==> config.mk <==
export PLATFORM = sky130hd
export DESIGN_NAME = add
export DESIGN_NICKNAME = d
export VERILOG_FILES = /design/src/rtl/add.sv
export SDC_FILE = /design/constraint.sdc
export NUM_CORES = 1
export LEC_CHECK = 0
export BUFFER_PORTS_ARGS = -buffer_cell sky130_fd_sc_hd__buf_4
export CAP_MARGIN = 15
export CORE_AREA = 2 2 39 41
export CTS_CLUSTER_DIAMETER = 40
export DETAILED_ROUTE_END_ITERATION = 16
export DIE_AREA = 0 0 41 43
export PLACE_DENSITY = 0.6
export SETUP_SLACK_MARGIN = 0.02
export SYNTH_ARGS = -nofsm -noshare
export SYNTH_HDL_FRONTEND = slang
export SYNTH_SLANG_ARGS = --single-unit
==> constraint.sdc <==
create_clock -name clock -period 2.71 [get_ports clock]
set_input_delay 0.1355 -clock clock [delete_from_list [all_inputs] [get_ports clock]]
set_output_delay 0.1355 -clock clock [all_outputs]
set_load 0.01 [all_outputs]
==> src/rtl/add.sv <==
// add: registered ripple-carry adder producing the wrapped sum plus carry, overflow, zero and negative flags
module add #(
  parameter int WIDTH = 6
) (
  input  logic             clock,
  input  logic             reset,
  input  logic [WIDTH-1:0] A,
  input  logic [WIDTH-1:0] B,
  output logic [WIDTH-1:0] Add_Result,
  output logic             Carry_Out,
  output logic             Overflow,
  output logic             Zero,
  output logic             Negative
);
  logic [WIDTH:0]   w_c;
  logic [WIDTH-1:0] w_sum;
  logic             w_ovf;
  logic [WIDTH-1:0] r_sum;
  logic             r_carry;
  logic             r_ovf;
  logic             r_zero;
  logic             r_neg;
  assign w_c[0] = 1'b0;
  for (genvar i = 0; i < WIDTH; i++) begin : g_fa
    assign w_sum[i]  = A[i] ^ B[i] ^ w_c[i];
    assign w_c[i+1]  = (A[i] & B[i]) | (A[i] & w_c[i]) | (B[i] & w_c[i]);
  end
  // Signed overflow: like-signed operands whose sum flips sign.
  assign w_ovf = (A[WIDTH-1] == B[WIDTH-1]) && (w_sum[WIDTH-1] != A[WIDTH-1]);
  always_ff @(posedge clock) begin
    if (reset) begin
      r_sum   <= '0;
      r_carry <= 1'b0;
      r_ovf   <= 1'b0;
      r_zero  <= 1'b1;
      r_neg   <= 1'b0;
    end else begin
      r_sum   <= w_sum;
      r_carry <= w_c[WIDTH];
      r_ovf   <= w_ovf;
      r_zero  <= (w_sum == '0);
      r_neg   <= w_sum[WIDTH-1];
    end
  end
  assign Add_Result = r_sum;
  assign Carry_Out  = r_carry;
  assign Overflow   = r_ovf;
  assign Zero       = r_zero;
  assign Negative   = r_neg;
endmodule

After elaboration in Yosys (flattened, before gate mapping)
Index checks and enable logic that the tools add are counted.
{ "classes": {"eq_ne": 2, "n_bitwise": 37, "reduce_logical": 2} }
{ "op_table": {"columns": ["cell", "n"], "rows": [
  ["1-bit AND", 16],
  ["1-bit bitwise XOR", 11],
  ["1-bit OR", 10],
  ["6-bit logical NOT", 1],
  ["1-bit equality test", 1],
  ["1-bit logical AND", 1],
  ["1-bit != test", 1]
]} }
{ "word_totals": {"reg_bits": 10, "in_bits": 14, "output_inout_bits": 10} }

Longest topological paths before layout
{ "logic_depth": {"word_depth": 16, "mapped_depth": 9, "ltp_nobuf": 9} }

Least setup slack after synthesis
OpenSTA, ideal clock, no wires.
{ "synth_path": {"path_type": "input to register", "from": "in A[0]", "to": "reg r_ovf (netlist: Overflow)", "t_arrival_ns": 2.590, "required_ns": 2.632, "setup_slack_ns": 0.042, "stages": 9, "n_path_buf": 0, "cell_sequence": "ha_1 -> fa_1 -> fa_1 -> fa_1 -> fa_1 -> inv_1 -> fa_1 -> xor2_1 -> nor3_1"} }
{ "synth_via": {"elab_chain_cells": 16, "word_cells_on_any_way": 20, "cone_classes": "1 x eq/ne; 18 x bitwise; 1 x reduce/logical"} }
{ "synth_rtl": {"columns": ["item", "line", "rtl"], "rows": [
  ["start: declaration", "7", "input logic [WIDTH-1:0] A,"],
  ["1-bit AND *", "26", "assign w_c[i+1] = (A[i] & B[i]) | (A[i] & w_c[i]) | (B[i] & w_c[i]);"],
  ["1-bit AND", "26", null],
  ["1-bit OR", "26", null],
  ["1-bit OR *", "26", null],
  ["1-bit AND", "26", null],
  ["1-bit OR", "26", null],
  ["1-bit OR *", "26", null],
  ["1-bit AND", "26", null],
  ["1-bit OR", "26", null],
  ["1-bit OR *", "26", null],
  ["1-bit AND", "26", null],
  ["1-bit OR", "26", null],
  ["1-bit OR *", "26", null],
  ["1-bit bitwise XOR *", "25", "assign w_sum[i] = A[i] ^ B[i] ^ w_c[i];"],
  ["1-bit != test *", "29", "assign w_ovf = (A[WIDTH-1] == B[WIDTH-1]) && (w_sum[WIDTH-1] != A[WIDTH-1]);"],
  ["1-bit logical AND *", "29", null],
  ["end signal: assignment", "40", "r_ovf <= w_ovf;"],
  ["end: declaration", "20", "logic r_ovf;"]
]} }
Mark *: on every way between the ends. The rest lies on a longest branch, timed or not.
A chain may end at the register's enable or synchronous reset.

Worst setup path after layout
Same ends and word-level chain as after synthesis.

==> out/results.tsv <==
stage	metric	value	unit
floorplanning	Die Y	43	um
sta	Slew HR	85.3	%
floorplanning	Initial Utilization	29.4	%
placed_design	Placed Cells incl. Taps	70	
global_route	global route total overflow	0	
sta	FMAX	387	MHz
logic_synthesis	Yosys top cell area share	44.3	%
setup_path	crit path capture type	register	
placed_design	DP Area	587	um2
logic_synthesis	largest cells by area after synthesis	dfxtp_1 (44%), fa_1 (25%), ha_1 (6.2%), nor2b_1 (4.6%), inv_1 (3.7%)	
pwr	leak pwr	0.302	nW
routing	drc violations	0	
floorplanning	core area	1380	um2
placed_design	worst slack, placed	-176	ps
routing	WL per Instance	8.89	um
cts	Setup Buffers After CTS	0	
sta	Slew @ Worst Pin	219	ps
cts	CTS tree	yes	
sta	RSZ-0062 raised after global routing	false	
logic_synthesis	Post-Syn Area	407	um2
logic_synthesis	synthesis warning total	0	
sta	Hold WS	115	ps
routing	Initial DRT Pass Iterations	2	
pwr	Tot Pwr	340	uW
run_status	status	complete, no violations	
global_route	first-pass GRT wire length	1.07	mm
logic_synthesis	post-synth net total	54	
cts	Sinks on Clock Net	9	
floorplanning	Ports	24	
cells_and_area	final instance area	616	um2
placed_design	IO Port Bufs	23	
cells_and_area	layout filler cell count	137	
placed_design	Post-DP HPWL	562	um
pwr	worst vdd ir	0.178	mV
logic_synthesis	Seq cells post-synth	9	
floorplanning	DIE AREA	1760	um2
cells_and_area	layout cell share with drive strength beyond 1	50.0	%
global_route	gr usage total	9.55	%
cells_and_area	Synth-to-Final Area Change	51.4	%
logic_synthesis	count of cell types in the netlist	13	
setup_path	WP data arrival	2760	ps
routing	DR vias	291	
routing	DRT iter0 DRCs	5	
logic_synthesis	Yosys top cell by area	dfxtp_1	
sta	final hold vios	0	
job	Max Cap Viol	0	
routing	DRT antenna net count	0	
logic_synthesis	Syn Inst Count	33	
sta	Period minus WS final	2580	ps
global_route	largest net degree at the start of global routing	10	
cts	Num CTS Buffers	3	
floorplanning	Die X-Extent	41	um
cts	Clock H-tree levels	1	
cells_and_area	Register Area	180	um2
cells_and_area	Antenna Cells	0	
logic_synthesis	Syn Area/Cell	12.3	um2
logic_synthesis	register area share after synthesis	44.3	%
sta	period utilisation layout	95.4	%
sta	Slew Viols, Final	0	
routing	Vias/cell	3.93	
setup_path	Max FO, Critical Path	3	
sta	Final WS setup	125	ps
cells_and_area	multi-input combinational cell area	201	um2
floorplanning	Rows	14	
setup_path	CP startpoint kind	primary input	
cts	root buf cell	clkbuf_4	
cells_and_area	post-layout net count	80	
setup_path	Critical Path RT	2880	ps
cts	clk slew on worst S/H paths	60	ps
pwr	Power Dens Cells	552	nW/um2
global_route	initial antenna violation count	0	
routing	total wire length	658	um
sta	final setup fails	0	
worst_hold_path	Worst Hold Class	primary input to register	
cells_and_area	Finished Layout Cells	74	
cts	clk buf depth	2	
global_route	vias in the first global route	262	
setup_path	Crit Path Class	primary input to register	
placed_design	Final GP Congestion	0.733	
worst paths after layout:
path                  startpoint       endpoint  cells past startpoint
worst max-delay path        A[0]       Overflow                     10
worst min-delay path       reset  Add_Result[0]                      2
worst max-delay path: stages:
cell and delay (ps):
buf_4 110, ha_1 200, fa_1 380, fa_1 390, fa_2 350, fa_1 360
inv_1 80, fa_1 470, xor2_1 180, nor3_1 120
what timing repair did:
item,in CTS,in global routing
hold buffers,0,0
setup endpoints to repair,0,1
endpoints found under the hold margin,0,0
resized for setup,0,1
area by class of cell:
class                   count  area share, %
repair buffers             23           28.0
inverters                   4           2.44
multi-input cells          18           32.7
clock buffers               4           4.27
well taps                  16           3.25
flip-flops and latches      9           29.3
per-layer routing:
layer	track usage [%]	vias to the layer above	wire (um)
li1	-	149	-
met1	13.4	126	273
met2	12.2	14	311
met3	1.57	2	57
met4	8.00	0	16
met5	0	-	0
stage by stage:
step / setup TNS [ps] / util [%]
5_1_grt: 0 / 44.5
2_1_floorplan: 0 / -
3_3_place_gp: -303 / 42.4
4_1_cts: 0 / 44.3
6_report: 0 / 44.5
3_5_place_dp: -317 / 42.4
cells in the final DEF (no fill, tap or decap):
cell type / instances
clkbuf_1: 1
buf_4: 23
a31o_1: 1
clkbuf_4: 3
nor2b_1: 3
inv_1: 4
nor4_2: 1
fa_2: 1
nor2b_2: 1
fa_1: 4
ha_1: 2
nor3_1: 1
nor2_1: 3
dfxtp_1: 9
xor2_1: 1
kinds of logic after synthesis:
group,share of synthesized area (%)
buf+inv,6.77
flops,44.3
simple gates,13.8
xor+xnor,2.15
compound gates,2.15
fa+ha+maj,30.8
flip-flops by register name, summed over array words and instances, names as in the netlist:
name / cells
Zero: 1
Carry_Out: 1
Overflow: 1
Add_Result: 6
cell usage after synthesis, drive strengths merged:
master and instances:
inv 4, dfxtp 9, a31o 1, buf 2, fa 5, nor3 1, nor2b 4, nor2 3
xor2 1, nor4 1, ha 2
report_power, final:
part	internal (mW)	switching (mW)
Sequential	0.147	0.00355
Clock	0.0563	0.0396
Combinational	0.0533	0.0405
(Power assumes the default switching activity.)
